$ cat config.mk
export PLATFORM = sky130hd
export DESIGN_NAME = sprite_scan_gen
export DESIGN_NICKNAME = d
export VERILOG_FILES = /design/src/rtl/sprite_scan_gen.sv
export SDC_FILE = /design/constraint.sdc
export NUM_CORES = 1
export LEC_CHECK = 0
export CAP_MARGIN = 20
export CORE_MARGIN = 2
export CORE_UTILIZATION = 40
export DETAILED_ROUTE_END_ITERATION = 8
export PLACE_DENSITY_LB_ADDON = 0.15
export SKIP_LAST_GASP = 1
export SYNTH_ARGS = -nofsm -noshare
export SYNTH_HDL_FRONTEND = slang
export SYNTH_SLANG_ARGS = --single-unit
export TNS_END_PERCENT = 5
$ cat constraint.sdc
create_clock -name vga_clk -period 5.15 [get_ports vga_clk]
set_clock_uncertainty 0.15 [all_clocks]
set_input_delay 1.03 -clock vga_clk [delete_from_list [all_inputs] [get_ports vga_clk]]
set_output_delay 1.03 -clock vga_clk [all_outputs]
set_load 0.03 [all_outputs]
$ cat src/rtl/sprite_scan_gen.sv
// sprite_scan_gen: VGA scan-timing generator with frame-synchronous sprite placement.
// The pixel counters advance on every clock. Each decoded output (sync, blank, in_sprite,
// DistX/DistY, frame_start, pos_ready) is registered from the next-state counters, so it
// lines up with DrawX/DrawY. Position requests are clamped and parked in a pending slot.
// They are promoted to the active slot only when the counters wrap to (0,0), which keeps a
// sprite from tearing part-way through a frame.
module sprite_scan_gen #(
  parameter int H_VISIBLE = 640,
  parameter int H_FP      = 16,
  parameter int H_SYNC    = 96,
  parameter int H_BP      = 48,
  parameter int V_VISIBLE = 480,
  parameter int V_FP      = 10,
  parameter int V_SYNC    = 2,
  parameter int V_BP      = 33,
  parameter int SPRITE_W  = 20,
  parameter int SPRITE_H  = 20
) (
  input  logic        vga_clk,
  input  logic        reset_n,
  input  logic [9:0]  sprite_x,
  input  logic [9:0]  sprite_y,
  input  logic        pos_valid,
  output logic        pos_ready,
  output logic [9:0]  DrawX,
  output logic [9:0]  DrawY,
  output logic        blank,
  output logic        hs,
  output logic        vs,
  output logic        hs_d,
  output logic        vs_d,
  output logic        in_sprite,
  output logic [19:0] DistX,
  output logic [19:0] DistY,
  output logic        frame_start
);

  localparam int H_TOTAL = H_VISIBLE + H_FP + H_SYNC + H_BP;
  localparam int V_TOTAL = V_VISIBLE + V_FP + V_SYNC + V_BP;

  localparam logic [9:0]  H_LAST = 10'(H_TOTAL - 1);
  localparam logic [9:0]  V_LAST = 10'(V_TOTAL - 1);
  localparam logic [9:0]  H_VIS  = 10'(H_VISIBLE);
  localparam logic [9:0]  V_VIS  = 10'(V_VISIBLE);
  localparam logic [9:0]  HS_BEG = 10'(H_VISIBLE + H_FP);
  localparam logic [9:0]  HS_END = 10'(H_VISIBLE + H_FP + H_SYNC);
  localparam logic [9:0]  VS_BEG = 10'(V_VISIBLE + V_FP);
  localparam logic [9:0]  VS_END = 10'(V_VISIBLE + V_FP + V_SYNC);
  localparam logic [9:0]  SX_MAX = 10'(H_VISIBLE - SPRITE_W);
  localparam logic [9:0]  SY_MAX = 10'(V_VISIBLE - SPRITE_H);
  localparam logic [10:0] SP_W   = 11'(SPRITE_W);
  localparam logic [10:0] SP_H   = 11'(SPRITE_H);

  // Keeps the whole sprite box on screen.
  function automatic logic [9:0] clamp_pos(input logic [9:0] req, input logic [9:0] lim);
    if (req > lim) begin
      return lim;
    end else begin
      return req;
    end
  endfunction

  // run_r is low for the single cycle after reset release, so the first counted state is (0,0).
  logic        run_r;
  logic [9:0]  sx_r, sy_r;
  logic [9:0]  px_r, py_r;
  logic        pend_r;

  logic        x_last_s, y_last_s, wrap_s, fire_s, apply_s;
  logic [9:0]  next_x_s, next_y_s, next_sx_s, next_sy_s;
  logic        next_pend_s, next_blank_s, next_hs_s, next_vs_s, next_in_s, next_ready_s;
  logic [19:0] next_dx_s, next_dy_s;

  // Next-state counters, next active position and the decoded outputs for the next pixel.
  always_comb begin
    x_last_s = (DrawX == H_LAST);
    y_last_s = (DrawY == V_LAST);
    wrap_s   = run_r && x_last_s && y_last_s;
    fire_s   = pos_valid && pos_ready;
    apply_s  = wrap_s && pend_r;

    if (!run_r) begin
      next_x_s = 10'd0;
      next_y_s = 10'd0;
    end else if (x_last_s) begin
      next_x_s = 10'd0;
      if (y_last_s) begin
        next_y_s = 10'd0;
      end else begin
        next_y_s = DrawY + 10'd1;
      end
    end else begin
      next_x_s = DrawX + 10'd1;
      next_y_s = DrawY;
    end

    // The new position must already govern the first pixel of the new frame.
    if (apply_s) begin
      next_sx_s = px_r;
      next_sy_s = py_r;
    end else begin
      next_sx_s = sx_r;
      next_sy_s = sy_r;
    end

    // A transfer on the apply cycle refills the slot that is being emptied.
    if (fire_s) begin
      next_pend_s = 1'b1;
    end else if (apply_s) begin
      next_pend_s = 1'b0;
    end else begin
      next_pend_s = pend_r;
    end

    next_blank_s = (next_x_s < H_VIS) && (next_y_s < V_VIS);
    next_hs_s    = !((next_x_s >= HS_BEG) && (next_x_s < HS_END));
    next_vs_s    = !((next_y_s >= VS_BEG) && (next_y_s < VS_END));

    next_in_s = next_blank_s
             && (next_x_s >= next_sx_s) && ({1'b0, next_x_s} < ({1'b0, next_sx_s} + SP_W))
             && (next_y_s >= next_sy_s) && ({1'b0, next_y_s} < ({1'b0, next_sy_s} + SP_H));

    if (next_in_s) begin
      next_dx_s = {10'd0, next_x_s - next_sx_s};
      next_dy_s = {10'd0, next_y_s - next_sy_s};
    end else begin
      next_dx_s = 20'd0;
      next_dy_s = 20'd0;
    end

    // Ready while the slot is free, or on the last pixel where the slot drains.
    next_ready_s = !next_pend_s || ((next_x_s == H_LAST) && (next_y_s == V_LAST));
  end

  // State and registered outputs; reset discards any pending request.
  always_ff @(posedge vga_clk or negedge reset_n) begin
    if (!reset_n) begin
      run_r       <= 1'b0;
      DrawX       <= 10'd0;
      DrawY       <= 10'd0;
      sx_r        <= 10'd0;
      sy_r        <= 10'd0;
      px_r        <= 10'd0;
      py_r        <= 10'd0;
      pend_r      <= 1'b0;
      pos_ready   <= 1'b1;
      blank       <= 1'b0;
      hs          <= 1'b1;
      vs          <= 1'b1;
      hs_d        <= 1'b1;
      vs_d        <= 1'b1;
      in_sprite   <= 1'b0;
      DistX       <= 20'd0;
      DistY       <= 20'd0;
      frame_start <= 1'b0;
    end else begin
      run_r       <= 1'b1;
      DrawX       <= next_x_s;
      DrawY       <= next_y_s;
      sx_r        <= next_sx_s;
      sy_r        <= next_sy_s;
      pend_r      <= next_pend_s;
      if (fire_s) begin
        px_r <= clamp_pos(sprite_x, SX_MAX);
        py_r <= clamp_pos(sprite_y, SY_MAX);
      end else begin
        px_r <= px_r;
        py_r <= py_r;
      end
      pos_ready   <= next_ready_s;
      blank       <= next_blank_s;
      hs          <= next_hs_s;
      vs          <= next_vs_s;
      hs_d        <= hs;
      vs_d        <= vs;
      in_sprite   <= next_in_s;
      DistX       <= next_dx_s;
      DistY       <= next_dy_s;
      frame_start <= wrap_s;
    end
  end

endmodule

# --- Word level (Yosys, flattened, before mapping) ---
# Cells that the tools add are included.
classes:
  muxes: 13
  reduce_logical: 16
  multipliers: 0
  div: 0
  n_lt_le_gt_ge: 12
  eq_ne: 4
  shift: 0
  n_bitwise: 0
  addsub: 6
op_table:
  columns: ["operator", "n"]
  rows:
  - ["2-to-1 mux 10 bit", 11]
  - ["equality test 10 bit, second input constant", 4]
  - ["adder 10 x 5 -> 11 bit, second input constant", 2]
  - ["< comparator 10 x 11 -> 1 bit", 2]
  - ["adder 10 x 1 -> 10 bit, second input constant", 2]
  - [">= comparator 10 bit", 2]
  - ["< comparator 10 bit, second input constant", 2]
  - ["< comparator 10 x 9 -> 1 bit, second input constant", 2]
  - ["subtractor 10 bit", 2]
  - ["logical AND 1 bit", 12]
  - [">= comparator 10 bit, second input constant", 1]
  - [">= comparator 10 x 9 -> 1 bit, second input constant", 1]
  - ["> comparator 10 bit, second input constant", 1]
  - ["> comparator 10 x 9 -> 1 bit, second input constant", 1]
  - ["zero test 1 bit", 3]
  - ["2-to-1 mux 1 bit", 2]
  - ["logical OR 1 bit", 1]
totals:
  reg_bits: 110
  in_bits: 23
  latch_bits: 0
  mem_count: 0
  mem_bits_ro: 0
  ram_bits: 0

# --- Depth between registers and ports, before layout ---
depth:
  depth_word: 11
  ltp_mapped: 20
  depth_no_buf: 18

# --- Worst setup path after synthesis ---
# Ideal clock, no wire load.
synth_timing:
  kind: "reg2reg"
  from: "reg DrawY[0]"
  to: "reg DistX[2]"
  n_path_buf: 4
  arrival_ps: 4526
  slack_ps: 393
  path_stages_with_launch: 21
  cell_sequence: "dfrtp_1 inv_1 ha_1 nor4b_2 nand4_2 or4_4 buf_6 buf_1 clkbuf_1 nand2_1 nand2_1 ha_1 fa_1 or3b_2 a21oi_1 o41a_1 o21ai_0 nand2b_1 nand4_2 buf_6 nor3_2"
synth_lines:
  columns: ["item", "line", "source"]
  rows:
  - ["from (decl)", "26", "output logic [9:0] DrawY,"]
  - ["from (signal assigned)", "159", "DrawY <= next_y_s;"]
  - ["equality test 10 bit *", "77", "y_last_s = (DrawY == V_LAST);"]
  - ["logical AND 1 bit *", "78", "wrap_s = run_r && x_last_s && y_last_s;"]
  - ["logical AND 1 bit *", "80", "apply_s = wrap_s && pend_r;"]
  - ["2-to-1 mux 10 bit *", "98", "if (apply_s) begin"]
  - ["via next_sx_s[0]", "70", "logic [9:0] next_x_s, next_y_s, next_sx_s, next_sy_s;"]
  - ["adder 10 x 5 -> 11 bit / >= comparator 10 bit (equally long branches)", "120", "&& (next_x_s >= next_sx_s) && ({1'b0, next_x_s} < ({1'b0, next_sx_s} + SP_W))"]
  - ["< comparator 10 x 11 -> 1 bit / logical AND 1 bit (equally long branches)", "120", null]
  - ["logical AND 1 bit", "120", null]
  - ["logical AND 1 bit (2 in a row)", "121", "&& (next_y_s >= next_sy_s) && ({1'b0, next_y_s} < ({1'b0, next_sy_s} + SP_H));"]
  - ["2-to-1 mux 10 bit *", "123", "if (next_in_s) begin"]
  - ["via next_dx_s[2]", "72", "logic [19:0] next_dx_s, next_dy_s;"]
  - ["to (signal assigned)", "177", "DistX <= next_dx_s;"]
  - ["to (decl)", "33", "output logic [19:0] DistX,"]
# The timed path passes the listed nets; every way through them passes the cells marked *.
# A chain may end at the register's enable or synchronous reset.

# --- Worst setup path after layout ---
layout_timing:
  from: "reg DrawY[0]"
  to: "reg DistY[6]"
layout_lines:
  columns: ["item", "line", "source"]
  rows:
  - ["equality test 10 bit *", "77", null]
  - ["logical AND 1 bit *", "78", null]
  - ["logical AND 1 bit *", "80", null]
  - ["2-to-1 mux 10 bit *", "98", null]
  - ["via next_sx_s[0]", "70", null]
  - ["adder 10 x 5 -> 11 bit / >= comparator 10 bit (equally long branches)", "120", null]
  - ["< comparator 10 x 11 -> 1 bit / logical AND 1 bit (equally long branches)", "120", null]
  - ["logical AND 1 bit *", "120", null]
  - ["logical AND 1 bit * (2 in a row)", "121", null]
  - ["2-to-1 mux 10 bit *", "123", null]
  - ["via next_dy_s[6]", "72", null]
  - ["to (signal assigned)", "178", "DistY <= next_dy_s;"]
  - ["to (decl)", "34", "output logic [19:0] DistY,"]
# Marks and branches as above.

==> impl_metrics.env <==
export IMPL_outcome="finished clean"
export IMPL_clock_sinks=90
export IMPL_p_int_mw=1.23
export IMPL_cts_root_buf="clkbuf_16"
export IMPL_finalCritPeriodShare_pct=90.1
export IMPL_maxCapViolCount=0
export IMPL_synth_edf_count=0
export IMPL_dr_total_vias=4257
export IMPL_area_delta_synth_final_pct=20.9
export IMPL_postCtsHoldBufs=0
export IMPL_synth_seq_cells=90
export IMPL_hold_depth=0
export IMPL_critical_path_startpoint="DrawY[0]"
export IMPL_antenna_found_initial=0
export IMPL_wl_um=12900
export IMPL_drcViolationCount=0
export IMPL_clk_pin_slew_ps=60
export IMPL_dp_worst_setup_slack_ps=350
export IMPL_htree_levels=3
export IMPL_post_cts_resized=0
export IMPL_vdd_drop_max_uv=139
export IMPL_first_pass_iters=4
export IMPL_critPathKind="register to register"
export IMPL_r2r_end="DistY[6]"
export IMPL_track_usage_pct=18.2
export IMPL_p_leak_nw=3.28
export IMPL_max_slew_margin_rel_pct=55.6
export IMPL_seq_area_frac_synth_pct=40.6
export IMPL_grt_pass1_vias=4181
export IMPL_worstHoldPathType="register to register"
export IMPL_syn_inst=566
export IMPL_switching_share_pct=23.6
export IMPL_worst_ep_required_time_ps=5260
export IMPL_placementRows=43
export IMPL_synth_ff_type="dfrtp_1"
export IMPL_layout_cells_non_filler=826
export IMPL_fin_ws_ps=512
export IMPL_antenna_cells=0
export IMPL_seqPwrFrac_pct=46.2
export IMPL_clockBufferDepth=2
export IMPL_die_y_um=122
export IMPL_fp_dieArea_um2=14900
export IMPL_reg2reg_slack_ps=510
export IMPL_coreArea_um2=13700
export IMPL_synth_distinct_cells=63
export IMPL_maxSlewViolCount=0
export IMPL_critPathArrivalTime_ps=4740
export IMPL_cts_buffers=9
export IMPL_power_total_mw=1.61
export IMPL_period_minus_slack_ps=4640
export IMPL_combPwrFrac_pct=10.0
export IMPL_final_cell_mix="dfrtp_1, clkdlybuf4s50_1, nand2_1, ha_1, inv_1"
export IMPL_fmax_mhz=216
export IMPL_syn_area_per_cell_um2=9.82
export IMPL_ioPinCount=91
export IMPL_synth_area_um2=5560
export IMPL_crit_path_start_kind="register"
export IMPL_hold_violations=0
export IMPL_setup_viol=0
export IMPL_via_per_inst=5.15
export IMPL_p_clk_share_pct=43.9
export IMPL_finalSetupTns_ps=0
export IMPL_worst_slew_pin_slew_ps=667
export IMPL_end_kind="register"
export IMPL_p_sw_mw=0.378
export IMPL_start_util_pct=40.5
export IMPL_finalWeightedCongestion=0.871
export IMPL_r2r_start="DrawY[0]"
export IMPL_whs_endpoint="vs_d"
export IMPL_dp_cells=807
export IMPL_async_flop_share_pct=100
export IMPL_rsz0062_at_grt="false"
export IMPL_grt_pass1_wl_um=21000
export IMPL_ff2ff_path_depth=18
export IMPL_cellPowerDensity_nw_per_um2=239
export IMPL_wl_per_cell_um=15.7
export IMPL_clk_latency_ps=340
export IMPL_grt_overflow_total=0
export IMPL_yosysWarningCount=0
export IMPL_cp_max_fo=21
export IMPL_dp_hpwl_um=9970
export IMPL_cts_tree="done"
export IMPL_antenna_left=0
export IMPL_final_common_cell="dfrtp_1"
export IMPL_grt_max_degree=47
export IMPL_drt_iter0_drc=275
export IMPL_min_delay_start="vs"
export IMPL_drive_gt1_share_pct=10.2
export IMPL_port_buffers=70
export IMPL_final_nets=706
export IMPL_dieWidth_um=122
layer usage:
metal	global-route usage, %	routed length, um	vias to the layer above
met2	27.7	5810	130
met5	0	0	-
met3	3.28	805	8
li1	-	-	2100
met4	6.75	138	0
met1	25.9	6180	2019
area by class of cell:
cell class,instances,area (um2)
Timing Repair Buffer,80,773
Clock inverter,6,90.1
Inverter,38,143
Tap cell,180,225
Clock buffer,10,239
Multi-Input combinational cell,422,2990
Fill cell,1305,7000
Sequential cell,90,2260
state kept, by name, indices dropped and copies added, names as in the netlist:
signal,count
DistY,10
in_sprite,1
hs,1
vs,1
py_r,10
hs_d,1
sx_r,10
pend_r,1
run_r,1
px_r,10
blank,1
sy_r,10
DrawX,10
frame_start,1
DistX,10
DrawY,10
vs_d,1
pos_ready,1
cells in the mapped netlist, types with 5 or more instances:
| cell type | number | area, um2 |
|---|---|---|
| nand3_1 | 18 | 90.1 |
| nor3_2 | 19 | 190 |
| nand2b_1 | 5 | 31.3 |
| a21o_1 | 11 | 82.6 |
| xnor2_1 | 22 | 193 |
| and2_1 | 5 | 31.3 |
| inv_1 | 38 | 143 |
| o211ai_1 | 5 | 37.5 |
| a22o_1 | 7 | 61.3 |
| o21ai_0 | 16 | 80.1 |
| clkbuf_1 | 7 | 26.3 |
| nor2_1 | 37 | 139 |
| dfstp_2 | 5 | 131 |
| a211oi_1 | 7 | 52.6 |
| dfrtp_1 | 85 | 2130 |
| buf_4 | 22 | 165 |
| nand4_1 | 14 | 87.6 |
| nand2_1 | 54 | 203 |
| ha_1 | 40 | 500 |
| nor3_1 | 9 | 45.0 |
| mux2i_1 | 18 | 180 |
| xor2_1 | 22 | 193 |
| a21oi_1 | 24 | 120 |
kinds of logic (layout without fill, tap and decap cells):
family | after synthesis | count (layout) | synth area share, %
simple gates | 198 | 199 | 19.9
flops | 90 | 90 | 40.6
fa+ha+maj | 42 | 42 | 9.72
xor+xnor | 44 | 44 | 6.93
other cells | 2 | 21 | 0.135
buf+inv | 74 | 134 | 7.07
compound gates | 96 | 96 | 11.8
mux | 20 | 20 | 3.78
power by group through the flow:
| stage | Clock, mW | Sequential (mW) | Combinational, mW |
|---|---|---|---|
| 6_report | 0.705 | 0.741 | 0.160 |
| 5_1_grt | 0.754 | 0.743 | 0.175 |
| 3_3_place_gp | 0 | 0.754 | 0.160 |
| 4_1_cts | 0.726 | 0.741 | 0.162 |
| 3_5_place_dp | 0 | 0.754 | 0.161 |
| 2_1_floorplan | 0 | 0.772 | 0.0833 |
through the flow:
step                      hold slack (ps)  instance area [um2]  util [%]
final                                 216                 6720      49.0
after global routing                  224                 6720      49.0
after CTS                             217                 6700      48.8
after detailed placement              208                 6370      46.4
after global placement                205                 6370      46.4
after floorplan                       275                 5630         -
critical path, cell delays in order, from the launching register on:
cell and delay (ps):
dfrtp_1 430, inv_1 130, ha_1 160, nor4b_2 210
nand4_2 260, or4_4 630, buf_4 220, nand2_1 80
nand2_1 100, ha_1 230, fa_1 410, or3b_2 470
a21oi_1 180, o41a_1 160, o21ai_0 70, nand2b_1 90
nand4_2 90, buf_4 270, nor3_2 210
how the worst max path moves through the flow:
| stage | end | slack (ps) |
|---|---|---|
| 6_report | DistY[6] | 510 |
| 4_1_cts | DistX[3] | 340 |
| 2_1_floorplan | DistX[2] | 390 |
| 5_1_grt | DistX[3] | 110 |
| 3_5_place_dp | DistX[3] | 350 |
| 3_3_place_gp | DistX[3] | 500 |
timing repair:
| item | CTS | global route |
|---|---|---|
| setup buffers | 0 | 2 |
| endpoints found under the hold margin | 0 | 0 |
| setup endpoints to repair | 0 | 13 |
No activity file was read; power rests on OpenSTA's default activity.
